**src/rtl/hamming_frame_rx.sv**
```systemverilog
// hamming_frame_rx: serial Hamming(7,4) receiver. Corrects single-bit errors
// per codeword, packs nibbles (nibble 0 first, into the LSBs) into a
// width-bit word and presents it with a valid/ready handshake together with
// the number of codewords that had a nonzero syndrome.
module hamming_frame_rx #(
   parameter int width = 64
) (
   input  logic                             clk,
   input  logic                             rst,
   input  logic                             serial_in,
   input  logic                             bit_valid,
   input  logic                             sof,
   input  logic                             data_ready,
   output logic [width-1:0]                 data_out,
   output logic                             data_valid,
   output logic [$clog2(width/4+1)-1:0]     corr_count,
   output logic                             frame_err,
   output logic                             busy
);

   localparam int BLOCKS = width / 4;
   localparam int CNT_W  = $clog2(BLOCKS + 1);
   localparam int NIB_W  = (BLOCKS > 1) ? $clog2(BLOCKS) : 1;

   localparam logic [1:0] IDLE = 2'd0;
   localparam logic [1:0] RECV = 2'd1;
   localparam logic [1:0] HOLD = 2'd2;

   logic [1:0]        state_q, state_d;
   logic [5:0]        cw_q, cw_d;       // first six bits of the codeword, oldest in bit 0
   logic [2:0]        cnt_q, cnt_d;     // bit position within the current codeword
   logic [NIB_W-1:0]  nib_q, nib_d;     // nibble slot being filled
   logic [width-1:0]  data_q, data_d;
   logic [CNT_W-1:0]  corr_q, corr_d;
   logic              err_q, err_d;
   logic              valid_q, valid_d;
   logic              busy_q, busy_d;

   logic              start;            // accept this beat as d0 of codeword 0
   logic              shift;            // accept this beat as a continuation bit
   logic [4:0]        dec;              // {syndrome nonzero, corrected nibble}

   // Syndrome decode of a full codeword {p3,p2,p1,d3,d2,d1,d0}.
   function automatic logic [4:0] decode(input logic [6:0] c);
      logic [2:0] s;
      logic [3:0] d;
      d    = c[3:0];
      s[0] = c[4] ^ c[3] ^ c[2] ^ c[0];
      s[1] = c[5] ^ c[3] ^ c[1] ^ c[0];
      s[2] = c[6] ^ c[2] ^ c[1] ^ c[0];
      case (s)
         3'b111:  d[0] = ~d[0];
         3'b110:  d[1] = ~d[1];
         3'b101:  d[2] = ~d[2];
         3'b011:  d[3] = ~d[3];
         default: ;  // parity-bit error or clean: data untouched
      endcase
      return {|s, d};
   endfunction

   // Next-state, framing and decode logic.
   always_comb begin
      state_d = state_q;
      cw_d    = cw_q;
      cnt_d   = cnt_q;
      nib_d   = nib_q;
      data_d  = data_q;
      corr_d  = corr_q;
      err_d   = 1'b0;
      start   = 1'b0;
      shift   = 1'b0;
      dec     = '0;

      case (state_q)
         IDLE: begin
            if (bit_valid) begin
               if (sof) start = 1'b1;
               else     err_d = 1'b1;
            end
         end
         RECV: begin
            if (bit_valid) begin
               if (sof) begin
                  err_d = 1'b1;   // abort; this bit opens a new frame
                  start = 1'b1;
               end else begin
                  shift = 1'b1;
               end
            end
         end
         HOLD: begin
            if (data_ready) begin
               state_d = IDLE;
               if (bit_valid && sof) start = 1'b1;
               else if (bit_valid)   err_d = 1'b1;
            end else if (bit_valid) begin
               err_d = 1'b1;      // word not yet taken: any beat is dropped
            end
         end
         default: state_d = IDLE;
      endcase

      if (start) begin
         state_d = RECV;
         cw_d    = {serial_in, cw_q[5:1]};
         cnt_d   = 3'd1;
         nib_d   = '0;
         corr_d  = '0;
         data_d  = '0;
      end

      if (shift) begin
         cw_d = {serial_in, cw_q[5:1]};
         if (cnt_q == 3'd6) begin
            dec = decode({serial_in, cw_q});
            data_d[4*nib_q +: 4] = dec[3:0];
            if (dec[4] && corr_q != CNT_W'(BLOCKS)) corr_d = corr_q + 1'b1;
            cnt_d = 3'd0;
            if (nib_q == NIB_W'(BLOCKS - 1)) begin
               nib_d   = '0;
               state_d = HOLD;
            end else begin
               nib_d = nib_q + 1'b1;
            end
         end else begin
            cnt_d = cnt_q + 3'd1;
         end
      end

      valid_d = (state_d == HOLD);
      busy_d  = (state_d == RECV);
   end

   // State and output registers.
   always_ff @(posedge clk or negedge rst) begin
      if (!rst) begin
         state_q <= IDLE;
         cw_q    <= '0;
         cnt_q   <= '0;
         nib_q   <= '0;
         data_q  <= '0;
         corr_q  <= '0;
         err_q   <= 1'b0;
         valid_q <= 1'b0;
         busy_q  <= 1'b0;
      end else begin
         state_q <= state_d;
         cw_q    <= cw_d;
         cnt_q   <= cnt_d;
         nib_q   <= nib_d;
         data_q  <= data_d;
         corr_q  <= corr_d;
         err_q   <= err_d;
         valid_q <= valid_d;
         busy_q  <= busy_d;
      end
   end

   assign data_out   = data_q;
   assign data_valid = valid_q;
   assign corr_count = corr_q;
   assign frame_err  = err_q;
   assign busy       = busy_q;

endmodule

```
**config.mk**
```make
export PLATFORM = sky130hd
export DESIGN_NAME = hamming_frame_rx
export DESIGN_NICKNAME = d
export VERILOG_FILES = /design/src/rtl/hamming_frame_rx.sv
export SDC_FILE = /design/constraint.sdc
export NUM_CORES = 1
export LEC_CHECK = 0
export CORE_ASPECT_RATIO = 0.7
export CORE_MARGIN = 10
export CORE_UTILIZATION = 32
export DETAILED_ROUTE_END_ITERATION = 8
export DONT_BUFFER_PORTS = 1
export PLACE_DENSITY = 0.53
export SYNTH_ARGS = -nofsm -noshare
export SYNTH_HDL_FRONTEND = slang
export SYNTH_SLANG_ARGS = --single-unit
```
**constraint.sdc**
```tcl
create_clock -name clk -period 3 [get_ports clk]
set_clock_uncertainty 0.15 [all_clocks]
set_input_delay 0.6 -clock clk [delete_from_list [all_inputs] [get_ports clk]]
set_output_delay 0.6 -clock clk [all_outputs]
set_load 0.02 [all_outputs]
```
# Word level (Yosys, flattened, before mapping)
# Cells that the tools add are included.
[totals] in_bits=6 register_bits=87 wordCells=92 output_inout_bits=72
[classes] n_bitwise=13 n_shift=2 reduce_logical=6 muxes=47 addsub=4 n_eq_ne=11
[op_table] op="$mux 64" n=3
[op_table] op="$bwmux 64" n=1
[op_table] op="$shift 4x34->64 const A" n=1
[op_table] op="$shiftx 4x34->64" n=1
[op_table] op="$neg 6->34" n=1
[op_table] op="$mux 1" n=22
[op_table] op="$mux 5" n=4
[op_table] op="$mux 4" n=4
[op_table] op="$eq 3x3->1 const B" n=4
[op_table] op="$mux 6" n=2
[op_table] op="$mux 2" n=5
[op_table] op="$mux 3" n=3
[op_table] op="$xor 1x1->1" n=9
[op_table] op="$add 5x1->5 const B" n=1
[op_table] op="$ne 5x5->1 const B" n=1
[op_table] op="$add 4x1->4 const B" n=1
[op_table] op="$eq 2x1->1 const B" n=2
[op_table] op="$eq 2x2->1 const B" n=2
[op_table] op="$eq 4x4->1 const B" n=1
[op_table] op="$not 1->1" n=4
[op_table] op="$pmux 2 s2" n=1
[op_table] op="$add 3x1->3 const B" n=1
[op_table] op="$eq 3x2->1 const B" n=1
[op_table] op="$pmux 1 s3" n=1
[op_table] op="6 further kinds" n=7

# Depth between registers and ports, before layout
# Gate-level depths: netlist of the first run.
[logic_depth] depth_word=11 mapped_depth=10

# Worst setup path after synthesis of the first run
# OpenSTA, ideal clock, no wires.
[synth_path] path_type="reg-to-reg" from="register nib_q[0]" to="register data_q[35], in the netlist data_out[35]" path_stages_with_launch=11 slack_ns=0.162 t_required_ns=2.716 t_arrival_ns=2.554 cell_sequence="dfrtp_1 clkbuf_1 inv_1 ha_1 o21bai_1 a21o_1 a2111o_1 or4_1 clkbuf_1 nand3_1 o21ai_0"
[synth_via] elab_chain_cells=5 elab_cells_between_ends=6
[synth_rtl] element="from (decl)" line_no="32" rtl="logic [NIB_W-1:0] nib_q, nib_d;"
[synth_rtl] element="from (signal assigned)" line_no="150" rtl="nib_q <= nib_d;"
[synth_rtl] element="$neg 6->34 (*)" line_no="116" rtl="data_d[4*nib_q +: 4] = dec[3:0];"
[synth_rtl] element="$shiftx 4x34->64 / $shift 4x34->64 (equally long branches)" line_no="116"
[synth_rtl] element="$bwmux 64 (*)" line_no="116"
[synth_rtl] element="$mux 64 (*)" line_no="114" rtl="if (cnt_q == 3'd6) begin"
[synth_rtl] element="$mux 64 (*)" line_no="112" rtl="if (shift) begin"
[synth_rtl] element="net data_d[35]" line_no="33" rtl="logic [width-1:0] data_q, data_d;"
[synth_rtl] element="to (signal assigned)" line_no="151" rtl="data_q <= data_d;"
[synth_rtl] element="to (decl)" line_no="33"
# The timed path passes the listed nets; every way through them passes the cells marked *.
# A chain may end at the register's enable or synchronous reset.

# Worst setup path in the final report of the first run
[layout_path] from="register nib_q[2]" to="register data_q[34], in the netlist data_out[34]"
# Same word-level chain as after synthesis.

==> results of run 1 <==
-- metal layers --
layer  routed length, um  track usage
met1                5140        0.170
met2                5240        0.191
met3                1200       0.0585
met4                  80       0.0298
met5                   0            0
-- cells by family after synthesis --
logic type      count (synthesis)  share of synthesized area
fa+ha+maj                       8                     0.0237
buf+inv                        37                     0.0391
compound gates                130                      0.183
xor+xnor                        8                     0.0219
flops                          87                      0.515
simple gates                  175                      0.196
mux                             8                     0.0207
-- worst min path at each step --
stage,cells after the start,slack [ns],end
2_1_floorplan,0,0.15,busy$_DFF_PN0_
3_3_place_gp,0,0.16,data_out[54]$_DFF_PN0_
3_5_place_dp,0,0.16,data_out[53]$_DFF_PN0_
4_1_cts,1,0.04,data_out[62]$_DFF_PN0_
5_1_grt,1,0.04,data_out[57]$_DFF_PN0_
6_report,1,0.03,data_out[57]$_DFF_PN0_
-- timing repair --
action | CTS | global route
setup buffers | 0 | 0
hold buffers | 1 | 0
hold endpoints to repair | 87 | 0
-- stage by stage --
step                hold slack [ns]  total power (uW)  instances
floorplan                     0.154              2030        453
global placement              0.157              2330        606
finish                       0.0252              3720        623
detailed placement            0.157              2360        606
global route                 0.0439              3940        623
CTS                          0.0400              3770        623
-- layout make-up --
type                    count  area (um^2)  share of cell area
clock buffers               9          225              0.0469
clock inverters             7          143              0.0297
inverters                  11         41.3             0.00860
multi-input cells         329         1880               0.392
flip-flops and latches     87         2180               0.453
well taps                 166          208              0.0433
repair buffers             14          125              0.0261
-- sequential cells by signal, summed over array words and instances, names as in the netlist --
name        flops
busy            1
corr_count      5
state_q         2
data_out       64
nib_q           4
cnt_q           3
cw_q            6
frame_err       1
data_valid      1
-- synth_stat cells (all sizes together) (2+ instances only) --
cell type  number
o21ai          78
or4             2
and3            3
a21oi          17
o41ai           2
inv            11
ha              8
o31ai           7
buf            10
mux2            6
nor2           24
or3             2
o22ai           2
nand4           4
mux2i           2
a311oi          2
o21bai          2
dfrtp          87
nor4            5
nand2b         11
a31oi           6
o211ai          2
nand2          70
nor3           13
xor2            2
a211oi          3
clkbuf         16
nand3          36
a21o            3
xnor2           6
-- report_power, final --
group | switching, uW | internal [uW] | total, uW
logic | 685 | 319 | 1000
registers | 138 | 1210 | 1340
clock network | 471 | 903 | 1370
==> impl_metrics.csv, run 1 <==
group,metric,value,unit
setup_path,cp.depth,7,
layout,final_common_cell,"dfrtp_1",
setup_path,crit_path_end_kind,"flop",
setup_path,path_class,"flop to flop",
route,antenna_left,0,
setup_path,reg2regPathDepth,7,
status,outcome,"finished clean",
setup_path,crit_buf_inv,0,
clocking,clk_latency,0.34,ns
synthesis,synth_cell_types,51,
timing,tightest_slew,0.682,ns
layout,layout.nets,466,
pwr,power.density,775,nW/um^2
synthesis,ys_seq_elements,87,
pwr,power_leakage,0.00203,uW
timing,max_clock_freq,389,MHz
setup_path,reg2reg_slack,0.43,ns
timing,fin_crit,2.57,ns
pwr,ir_drop,0.375,mV
global_routing,first_global_vias,3239,
placed_design,dpl.hpwl,8.26,mm
layout,nFillCells,1295,
timing,period_share,0.856,
layout,syn_to_final_growth,13.7,%
layout,drive_gt1_frac,0.103,
floorplan,num_io_pins,78,
clocking,cts.sinks,87,
clocking,clockBufferDepth,2,
timing,layout_setup_ws,0.431,ns
timing,hold_viol,0,
setup_path,rr_startpoint,"nib_q[2]$_DFF_PN0_",
setup_path,cp_slowest_stage_delay,0.62,ns
setup_path,cp_cell_sequence,"nor3_1 > ha_1 > a21o_1 > a2111o_1 > or4_1 > nand3_1 > o21ai_0",
floorplan,core-area,13100,um^2
layout,final_core_util,0.368,
timing,slew_violations,0,
setup_path,cp.required,3.06,ns
placed_design,placed_area,4410,um^2
global_routing,track_usage,0.130,
worst_hold_path,min_path_type,"primary input to asynchronous set/reset pin",
synthesis,yosysTopAreaCellShare,0.515,
setup_path,critPathArrivalTime,2.63,ns
flow_run,maxCapViolCount,0,
timing,maxSlewHeadroom,0.544,
timing,rsz0062_at_grt,"false",
timing,finalSetupViolCount,0,
layout,num_antenna_cells,0,
setup_path,critPathTopFamily,"simple AND/OR/NAND/NOR gates",
setup_path,cp-endpoint,"data_out[34]$_DFF_PN0_",
placed_design,port-buffer-count,0,
floorplan,die_y,116,um
route,drt_iter0_drc,175,
synthesis,syn_inst,453,
placed_design,dp_worst_setup_slack,0.444,ns
synthesis,netlist_area,4230,um^2
synthesis,synth.largest_area_cell,"dfrtp_1",
synthesis,synthFlopType,"dfrtp_1",
floorplan,dieWidth,157,um
global_routing,antenna_found_initial,0,
clocking,cts_resized,0,
global_routing,grt_pass1_wl,18.6,mm
synthesis,async_flop_share,1.00,
setup_path,r2r_end,"data_out[34]$_DFF_PN0_",
clocking,h-tree-depth,3,
clocking,cts_tree,"done",
route,wl_per_cell,18.7,um
synthesis,synth_area_leaders,"dfrtp_1, o21ai_0, nand2_1",
placed_design,place_congestion,0.801,
synthesis,synth_edf_count,0,
synthesis,synth_nets,467,
timing,setup_tns,0,ns
layout,mostFrequentLayoutCells,"dfrtp_1, nand2_1, o21ai_0, nand3_1, nor2_1",
floorplan,rows,35,
floorplan,die_area,18300,um^2
synthesis,synth.avg_cell_area,9.33,um^2
clocking,clockRootBuffer,"clkbuf_16",
route,post-route-drc-count,0,
route,first_pass_iters,4,
setup_path,cp_slowest_cell,"or4_1",
floorplan,start_util,0.324,
route,vias,3312,
clocking,cts_buffers,9,
layout,stdcell_area,4800,um^2
clocking,clk_pin_slew,0.07,ns
global_routing,grt-ovfl-total,0,
route,vias_per_cell,5.32,
setup_path,startpoint_type,"flop",
route,routed_wl,11.7,mm
global_routing,grt_max_degree,88,
synthesis,ys_warn_count,0,
synthesis,synth_seq_area_share,0.515,
setup_path,cp_max_fo,9,
setup_path,crit_path_start,"nib_q[2]$_DFF_PN0_",
(Power assumes the default switching activity.)
==> run 2, diff against run 1 <==
Settings changed: CORE_UTILIZATION 32 to 57, PLACE_DENSITY 0.53 to 0.81.
==> impl_metrics.csv, run 2 (synthesis results as in run 1) <==
group,metric,value,unit
route,vias_per_cell,6.26,
timing,max_clock_freq,371,MHz
timing,slew_violations,0,
route,post-route-drc-count,0,
clocking,cts_tree,"done",
clocking,h-tree-depth,3,
setup_path,cp.required,3.11,ns
global_routing,grt_max_degree,88,
placed_design,dpl.hpwl,7.63,mm
route,drt_iter0_drc,545,
timing,setup_tns,0,ns
route,wl_per_cell,19.7,um
clocking,cts.sinks,87,
setup_path,path_class,"flop to flop",
setup_path,cp_slowest_cell,"a2111oi_0",
worst_hold_path,hp-start,"bit_valid",
status,outcome,"finished clean",
setup_path,cp_max_fo,16,
placed_design,port-buffer-count,0,
layout,nFillCells,587,
setup_path,critPathArrivalTime,2.81,ns
global_routing,track_usage,0.192,
global_routing,grt-ovfl-total,0,
placed_design,place_congestion,0.956,
clocking,clk_pin_slew,0.09,ns
pwr,ir_drop,0.400,mV
worst_hold_path,min_path_type,"primary input to flop",
pwr,finalPower,3150,uW
placed_design,placed_area,4280,um^2
floorplan,die_y,92.0,um
setup_path,cp_cell_sequence,"xnor2_2 > a21o_1 > o21ai_0 > a2111oi_0 > nor2_2 > o21ai_0",
layout,layout.nets,461,
global_routing,first_global_vias,3313,
layout,largest_reg_flops,64,
setup_path,critPathTopFamily,"compound AO/OA/AOI/OAI gates",
timing,finalSetupViolCount,0,
setup_path,crit_path_end_kind,"flop",
flow_run,maxCapViolCount,0,
global_routing,antenna_found_initial,0,
layout,mostFrequentLayoutCells,"dfrtp_1, nand2_1, o21ai_0, nand3_1, nor2_1",
floorplan,rows,26,
route,vias,3444,
layout,stdcell_area,4520,um^2
route,first_pass_iters,5,
floorplan,core-area,7250,um^2
timing,rsz0062_at_grt,"false",
setup_path,crit_top_cell,"o21ai_0",
pwr,power.density,696,nW/um^2
timing,period_share,0.899,
layout,num_antenna_cells,0,
pwr,power_leakage,0.00193,uW
clocking,clockRootBuffer,"clkbuf_8",
layout,syn_to_final_growth,6.99,%
clocking,clockBufferDepth,2,
setup_path,cp_slowest_stage_delay,0.59,ns
setup_path,crit_buf_inv,0,
setup_path,rr_startpoint,"cw_q[1]$_DFFE_PN0P_",
setup_path,crit_path_start,"cw_q[1]$_DFFE_PN0P_",
floorplan,num_io_pins,78,
timing,hold_viol,0,
timing,fin_crit,2.70,ns
floorplan,dieWidth,123,um
setup_path,startpoint_type,"flop",
global_routing,grt_pass1_wl,17.7,mm
floorplan,die_area,11300,um^2
timing,tightest_slew,0.803,ns
clocking,cts_buffers,9,
layout,final_common_cell,"dfrtp_1",
floorplan,start_util,0.582,
route,antenna_left,0,
clocking,clk_latency,0.36,ns
layout,drive_gt1_frac,0.0907,
route,routed_wl,10.8,mm
timing,maxSlewHeadroom,0.449,
## run 2: cell types whose count changed in the layout (fill, tap and decap cells not counted), sizes merged
cell / change
clkinv: +1
clkbuf: +1
buf: -6
inv: +1
dlygate4sd3: +1
bufinv: -3
## run 2: final cells by class
cell class	count	area, um^2	area share
clock buffer	10	128	0.0282
clock inverter	6	76.3	0.0169
inverter	11	41.3	0.00913
multi-input combinational	329	1890	0.417
sequential	87	2180	0.482
tap	98	123	0.0271
timing repair buffer	9	90.1	0.0199
## run 2: final timing paths
path / end / slack (ns) / cells after the start
worst max-delay path: data_out[0]$_DFF_PN0_ / 0.30 / 6
worst min-delay path: frame_err$_DFF_PN0_ / 0.20 / 1
worst max register to register: data_out[0]$_DFF_PN0_ / 0.30 / 6
worst min register to register: state_q[1]$_DFF_PN0_ / 0.43 / 1
max in group asynchronous: corr_count[4]$_DFF_PN0_ / 1.70 / 2
min in group asynchronous: data_out[55]$_DFF_PN0_ / 0.65 / 2
## run 2: through the flow
stage | util | hold slack (ns) | instances | setup slack (ns)
2_1_floorplan | - | 0.154 | 453 | 0.162
3_3_place_gp | 0.590 | 0.158 | 532 | 0.310
3_5_place_dp | 0.590 | 0.157 | 532 | 0.0510
4_1_cts | 0.621 | 0.00689 | 549 | 0.0442
5_1_grt | 0.623 | 0.194 | 550 | 0.0536
6_report | 0.623 | 0.198 | 550 | 0.304
## run 2: repair_timing
item / CTS / global route
resized for setup: 0 / 1
endpoints found under the hold margin: 87 / 5
setup endpoints to repair: 0 / 16
hold buffers: 1 / 1
buffers inserted: 0 / 0
## run 2: power by group
group | total (uW) | switching, uW | leakage (uW) | internal, uW
logic | 955 | 649 | 0.000634 | 306
registers | 1350 | 142 | 0.00119 | 1200
clock network | 846 | 446 | 0.000103 | 400
## run 2: per-layer routing
layer	part of all wire	GRT usage	up-vias
met3	0.13	0.0808	13
met5	0	0	-
met1	0.42	0.265	1657
met2	0.44	0.274	172
li1	-	-	1602
met4	0.0094	0.0460	0
